File: config.mk
export PLATFORM = sky130hd
export DESIGN_NAME = systolic_seq
export DESIGN_NICKNAME = d
export VERILOG_FILES = /design/src/rtl/systolic_seq.sv
export SDC_FILE = /design/constraint.sdc
export NUM_CORES = 1
export LEC_CHECK = 0
export BUFFER_PORTS_ARGS = -buffer_cell sky130_fd_sc_hd__buf_2
export CAP_MARGIN = 40
export CORE_MARGIN = 5
export CORE_UTILIZATION = 48
export DETAILED_ROUTE_END_ITERATION = 16
export PLACE_DENSITY_LB_ADDON = 0.25
export SLEW_MARGIN = 30
export SYNTH_ARGS = -nofsm -noshare
export SYNTH_HDL_FRONTEND = slang
export SYNTH_SLANG_ARGS = --single-unit
File: constraint.sdc
create_clock -name clk -period 4.4 [get_ports clk]
set_input_delay 0.66 -clock clk [delete_from_list [all_inputs] [get_ports clk]]
set_output_delay 0.66 -clock clk [all_outputs]
set_load 0.01 [all_outputs]
File: src/rtl/systolic_seq.sv
// Sequencer for the systolic NPU: loads weight rows, streams skewed activation rows, collects results.
// Optional abort support is compiled in with `define SEQ_ABORT_EN.
//
// state  | meaning
// IDLE   | waiting for start
// LOAD_W | reading weight rows 0..ARRAY_SIZE-1 from RAM
// STREAM | reading activation rows ACT_BASE+k, one per cycle
// DRAIN  | no reads; waiting for the result pipe to empty
module systolic_seq #(
  parameter int ARRAY_SIZE = 3,
  parameter int ACT_BASE   = 16,
  parameter int PIPE_LAT   = 5,
  parameter int AW         = 9
) (
  input  logic          clk,
  input  logic          reset_n,
  input  logic          start,
  input  logic [7:0]    n_rows,
  output logic          busy,
  output logic          done,
  output logic          ram_re,
  output logic [AW-1:0] ram_adr,
  input  logic [23:0]   ram_dat,
  output logic          arr_w_load,
  output logic [1:0]    arr_w_row,
  output logic [23:0]   arr_w_data,
  output logic          arr_en,
  output logic [23:0]   arr_a_data,
  input  logic [47:0]   arr_out,
  output logic          res_valid,
  output logic [47:0]   res_data,
  input  logic          abort
);

  typedef enum logic [1:0] {IDLE, LOAD_W, STREAM, DRAIN} state_t;

  state_t        state, state_nxt;
  logic [1:0]    rst_sync;
  logic          rst_n;
  logic [7:0]    rem_q, rem_nxt;
  logic [7:0]    nrows_q, nrows_nxt;
  logic [AW-1:0] adr_q, adr_nxt;
  logic          rd_w, rd_a;
  logic          w_ld_q, act_iss_q;
  logic [1:0]    w_row_q;
  logic [PIPE_LAT-1:0] vpipe;
  logic [ARRAY_SIZE*8-1:0] lanes;
  logic          drain_done;
  logic          abort_hit;

  // Assertion is immediate, release is aligned to clk.
  always_ff @(posedge clk or negedge reset_n) begin
    if (!reset_n) rst_sync <= 2'b00;
    else          rst_sync <= {rst_sync[0], 1'b1};
  end
  assign rst_n = rst_sync[1];

`ifdef SEQ_ABORT_EN
  assign abort_hit = abort && (state != IDLE);
`else
  logic unused_abort;
  assign unused_abort = abort;
  assign abort_hit    = 1'b0;
`endif

  always_ff @(posedge clk or negedge rst_n) begin
    if (!rst_n) begin
      state   <= IDLE;
      rem_q   <= '0;
      nrows_q <= '0;
      adr_q   <= '0;
    end else begin
      state   <= state_nxt;
      rem_q   <= rem_nxt;
      nrows_q <= nrows_nxt;
      adr_q   <= adr_nxt;
    end
  end

  always_comb begin
    state_nxt = state;
    rem_nxt   = rem_q;
    nrows_nxt = nrows_q;
    adr_nxt   = adr_q;
    ram_re    = 1'b0;
    rd_w      = 1'b0;
    rd_a      = 1'b0;
    case (state)
      IDLE: begin
        if (start) begin
          state_nxt = LOAD_W;
          adr_nxt   = '0;
          rem_nxt   = 8'(ARRAY_SIZE - 1);
          nrows_nxt = n_rows;
        end
      end
      LOAD_W: begin
        ram_re = 1'b1;
        rd_w   = 1'b1;
        if (rem_q == '0) begin
          if (nrows_q == '0) begin
            state_nxt = DRAIN;
          end else begin
            state_nxt = STREAM;
            adr_nxt   = AW'(ACT_BASE);
            rem_nxt   = nrows_q - 8'd1;
          end
        end else begin
          adr_nxt = adr_q + AW'(1);
          rem_nxt = rem_q - 8'd1;
        end
      end
      STREAM: begin
        ram_re = 1'b1;
        rd_a   = 1'b1;
        if (rem_q == '0) begin
          state_nxt = DRAIN;
        end else begin
          adr_nxt = adr_q + AW'(1);
          rem_nxt = rem_q - 8'd1;
        end
      end
      DRAIN: begin
        if (drain_done) state_nxt = IDLE;
      end
      default: state_nxt = IDLE;
    endcase
    if (abort_hit) state_nxt = IDLE;
  end

  always_ff @(posedge clk or negedge rst_n) begin
    if (!rst_n) begin
      w_ld_q    <= 1'b0;
      w_row_q   <= '0;
      act_iss_q <= 1'b0;
      vpipe     <= '0;
      res_valid <= 1'b0;
      res_data  <= '0;
    end else if (abort_hit) begin
      w_ld_q    <= 1'b0;
      act_iss_q <= 1'b0;
      vpipe     <= '0;
      res_valid <= 1'b0;
    end else begin
      w_ld_q    <= rd_w;
      w_row_q   <= adr_q[1:0];
      act_iss_q <= rd_a;
      vpipe     <= {vpipe[PIPE_LAT-2:0], act_iss_q};
      res_valid <= vpipe[PIPE_LAT-1];
      if (vpipe[PIPE_LAT-1]) res_data <= arr_out;
    end
  end

  // Lane g of an issued row reaches the array g cycles after lane 0.
  assign lanes[7:0] = act_iss_q ? ram_dat[7:0] : 8'd0;

  for (genvar g = 1; g < ARRAY_SIZE; g++) begin : g_skew
    logic [7:0] dly [g];
    always_ff @(posedge clk or negedge rst_n) begin
      if (!rst_n) begin
        for (int j = 0; j < g; j++) dly[j] <= '0;
      end else if (abort_hit) begin
        for (int j = 0; j < g; j++) dly[j] <= '0;
      end else begin
        dly[0] <= act_iss_q ? ram_dat[8*g +: 8] : 8'd0;
        for (int j = 1; j < g; j++) dly[j] <= dly[j-1];
      end
    end
    assign lanes[8*g +: 8] = dly[g-1];
  end

  assign drain_done = (state == DRAIN) && !w_ld_q && !act_iss_q && (vpipe == '0);
  assign done       = drain_done && !abort_hit;
  assign busy       = (state != IDLE);
  assign ram_adr    = ram_re ? adr_q : '0;
  assign arr_w_load = w_ld_q;
  assign arr_w_row  = w_ld_q ? w_row_q : 2'd0;
  assign arr_w_data = w_ld_q ? ram_dat : 24'd0;
  assign arr_en     = act_iss_q || (vpipe != '0);
  assign arr_a_data = arr_en ? lanes : 24'd0;

endmodule

Word level (Yosys, flattened, before mapping)
Cells that the tools add are included.
- bits in registers: 111
- add/sub/neg operators: 3
- equal/unequal tests: 9
- mux-type cells: 26
- reductions and logical operators: 17
- operators with widths (kind ; number):
    8-bit two-way mux ; 7
    24-bit two-way mux ; 2
    9-bit two-way mux ; 5
    9-bit case mux with 3 select lines ; 1
    8-bit case mux with 3 select lines ; 1
    8-bit zero test ; 2
    8-bit by 1-bit subtractor with 8-bit output, second input constant ; 2
    2-bit two-way mux ; 5
    2-bit inequality test, second input constant ; 5
    9-bit by 1-bit adder with 9-bit output, second input constant ; 1
    2-bit case mux with 4 select lines ; 1
    4-bit AND reduction ; 2
    5-bit zero test ; 1
    5-bit nonzero test ; 1
    2-bit equality test, second input constant ; 2
    1-bit two-way mux ; 4
    1-bit logical AND ; 3
    3-bit inequality test, second input constant ; 1
    3-bit nonzero test ; 1
    2-bit by 1-bit equality test with 1-bit output, second input constant ; 1
    1-bit zero test ; 2
    2-bit zero test ; 1
    2-bit AND reduction ; 1
    2-bit nonzero test ; 1
    2 further kinds ; 2

Depth between registers and ports, before layout
- depth in word-level cells: 6
- depth in mapped cells: 9
- mapped depth without buffers: 7

Least setup slack after synthesis
No wires, ideal clock.
- kind: reg-to-reg
- start: register nrows_q[0]
- end: register adr_q[8]
- data arrival time: 1.898 ns
- setup slack: 2.381 ns
- stages on the path, launching flop included: 9
- cell sequence: dfrtp_1 inv_1 ha_1 or4b_4 nor4_4 o22a_4 buf_8 o21ai_2 a22o_1
- cells in the longest elaborated chain, start to end: 3
- ends and longest elaborated chain (element ; RTL line ; text):
    from (decl) ; 41 ; logic [7:0] nrows_q, nrows_nxt;
    from (signal assigned) ; 75 ; nrows_q <= nrows_nxt;
    8-bit zero test ; 101 ; if (nrows_q == '0) begin
    3-bit inequality test (no line) ; -- ;
    4-bit AND reduction (no line) ; -- ;
    to (signal assigned) ; 76 ; adr_q <= adr_nxt;
    to (decl) ; 42 ; logic [AW-1:0] adr_q, adr_nxt;
Every way passes these cells.
A chain may end at the register's enable or synchronous reset.

Worst setup path after layout
- start: register act_iss_q
- end: output port arr_a_data[8]
- cells in the longest elaborated chain, start to end: 2
- ends and longest elaborated chain (element ; RTL line ; text):
    from (decl) ; 44 ; logic w_ld_q, act_iss_q;
    from (signal assigned) ; 147 ; act_iss_q <= rd_a;
    1-bit logical OR ; 179 ; assign arr_en = act_iss_q || (vpipe != '0);
    24-bit two-way mux ; 180 ; assign arr_a_data = arr_en ? lanes : 24'd0;
    to (decl) ; 28 ; output logic [23:0] arr_a_data,
Every way passes these cells.

==> impl_metrics.py <==
metrics = {
    "clock_tree": {
        "cts_resized": 0,
        "cts_setup_buffers": 0,
        "clock-sinks": 111,
        "cts.root.buffer_cell": "clkbuf_8",
        "hold_buffers": 0,
        "clk_latency_ps": 360,
        "clk_pin_slew_ps": 100,
        "clock_path_buffers": 2,
        "h-tree-depth": 3,
        "cts_inserted_buffers": 9,
        "cts_tree": "done",
    },
    "timing": {
        "max_slew_margin": 0.5032,
        "worst_pin_slew_ps": 745.2,
        "tns_ps": 0,
        "finalHoldViolations": 0,
        "fmax_mhz": 359.2,
        "finalSetupViolations": 0,
        "drv_slew": 0,
        "rsz0062_at_grt": "no",
        "fin_ws_ps": 1616,
        "fin_crit_ps": 2784,
        "min_period_over_period": 0.6328,
        "fin_worst_skew_ps": 13.85,
    },
    "drt": {
        "dr.pass1.iters": 4,
        "antenna_left": 0,
        "wl_per_cell_um": 15.22,
        "totalWireLength_mm": 11.45,
        "dr_total_vias": 3749,
        "vias_per_cell": 4.985,
        "post-route-drc-count": 0,
        "drtIter0Drc": 133,
    },
    "finish": {
        "nFillCells": 846,
        "diodes": 0,
        "regArea_um2": 2783,
        "multi_input_comb_area_um2": 2079,
        "final_nets": 703,
        "drive_above_1_share": 0.4675,
        "area_growth_pct": 26.45,
    },
    "synthesis": {
        "async_flop_share": 1.000,
        "synth_edf_count": 0,
        "synthesis.area_um2": 4986,
        "synth_cell_types": 53,
        "synth_ff_type": "dfrtp_1",
        "synth-seq-area-share": 0.5571,
        "synth-seq-cells": 111,
        "yosys_warnings": 0,
        "syn_inst": 418,
        "synth_area_per_cell_um2": 11.93,
        "synth_nets": 510,
    },
    "critical_path": {
        "required_ps": 3740,
        "worst_ep_arrival_time_ps": 2120,
        "regToRegEndpoint": "adr_q[0]$_DFFE_PN0P_",
        "worstSetupPathType": "flip-flop to output pin",
        "ff2ff_path_depth": 7,
        "rrSetupSlack_ps": 2010,
        "reg2reg_from": "nrows_q[0]$_DFFE_PN0P_",
        "worstPathMaxFanout": 26,
        "crit_path_end_kind": "output pin",
        "start_kind": "flip-flop",
    },
    "place": {
        "place_hpwl_mm": 8.735,
        "port_buffers": 195,
        "pre_cts_ws_ps": 1918,
        "globalplace.congestion": 0.8418,
    },
    "floorplanning": {
        "num_rows": 37,
        "die_h_um": 111.9,
        "io_pins": 197,
        "start_util": 0.4873,
        "fp.dieW_um": 111.9,
        "die-area_um2": 12530,
        "coreArea_um2": 10230,
    },
    "global_routing": {
        "grt_pass1_vias": 3768,
        "grt_antenna_before_repair": 0,
        "grt_start_max_net_pins": 67,
        "track_usage": 0.1813,
        "grt_overflow": 0,
        "grt_pass1_wl_mm": 18.79,
    },
    "pwr": {
        "powerDensity_nw_per_um2": 716.3,
        "finalPower_w": 0.004516,
        "power_leakage_nw": 3.216,
        "ir_drop_uv": 399.3,
    },
    "worst_hold_path": {
        "hold_class": "input port to async pin",
    },
    "flow_run": {
        "drv_cap": 0,
    },
    "run_status": {
        "outcome": "finished, final reports clean",
    },
}
-- how the worst max path moves through the flow --
stage,startpoint,to,cells past startpoint
2_1_floorplan,rst_sync[1]$_DFF_PN0_,act_iss_q$_DFF_PN0_,0
3_3_place_gp,vpipe[4]$_DFF_PN0_,arr_a_data[9],4
3_5_place_dp,act_iss_q$_DFF_PN0_,arr_a_data[8],4
4_1_cts,act_iss_q$_DFF_PN0_,arr_a_data[8],4
5_1_grt,act_iss_q$_DFF_PN0_,done,4
6_report,act_iss_q$_DFF_PN0_,arr_a_data[8],4
-- registers in the layout, summed over array words and instances, names as in the netlist, 2 cells and up --
| signal | cells |
|---|---|
| res_data | 48 |
| rst_sync | 2 |
| g_skew.dly | 24 |
| vpipe | 5 |
| state | 2 |
| rem_q | 8 |
| adr_q | 9 |
| w_row_q | 2 |
| nrows_q | 8 |
-- power by group --
group	internal, W	leakage, nW	switching [W]
logic	0.00105	1.73	0.00112
clock network	0.000231	0.0992	0.000343
registers	0.00143	1.39	0.000331
-- metal layers --
metal	vias to the layer above	share of wire	track usage	wire, um
met3	18	0.064	0.03804	733
met4	0	0.020	0.06407	233
li1	1805	-	-	-
met2	120	0.50	0.3110	5764
met5	-	0	0	0
met1	1806	0.41	0.2270	4714
-- cell families after synthesis --
family / synth area share
compound gates: 0.07529
xor+xnor: 0.01581
fa+ha+maj: 0.02008
buf+inv: 0.02584
flops: 0.5571
mux: 0.1310
other cells: 0.0007521
simple gates: 0.1742
-- synthesized netlist by cell type, drive strengths merged, types with 3 or more instances --
master,number,area (um^2)
nor2,18,67.56
mux2,58,653.1
a21o,5,37.54
o31ai,4,30.03
buf,7,42.53
xnor2,7,61.31
nor3,5,30.03
and3,3,18.77
dfrtp,111,2778
nand2,24,90.09
clkbuf,9,33.78
a22o,6,52.55
o22a,3,35.04
nor4,3,33.78
o21ai,11,58.81
and2,77,484.2
a21oi,6,30.03
ha,8,100.1
nand3,7,35.03
inv,14,52.55
or2,3,18.77
-- critical path, cell delays in order (launching register included) --
cell and delay [ps]:
dfrtp_1 620, nor4_1 340, nand2_1 370, and2_1 300
buf_2 140
-- through the flow --
step	utilization	std cells	hold slack, ps	cell area (um^2)
detailed placement	0.5951	735	334.7	6088
global route	0.6162	752	58.03	6305
CTS	0.6136	751	68.03	6277
floorplan	-	418	331.2	4986
global placement	0.5931	734	331.5	6068
finish	0.6162	752	81.92	6305
-- placed cells by master (no fill, tap or decap), drive strengths merged, types with 2 or more instances in the layout --
cell type	instances
nor4	3
and3	3
buf	198
mux2	58
nor3	5
ha	8
a2bb2oi	2
dfrtp	111
nor2	18
nand3	7
nand4	2
xor2	2
o21ai	11
clkinv	3
or2	3
nand2b	2
and2	77
nand2	24
o22a	3
a21oi	6
a22o	6
inv	17
clkbuf	10
a22oi	2
xnor2	7
o31ai	4
a311oi	2
a21o	5
-- cell type report --
cell class                      instances  area share
Multi-Input combinational cell        277      0.3298
Timing Repair Buffer                  198      0.1635
Inverter                               14    0.008335
Sequential cell                       111      0.4414
Clock inverter                          6    0.008137
Clock buffer                           10     0.02183
Tap cell                              136     0.02699
Note: power is estimated with default switching activity, not from simulation.
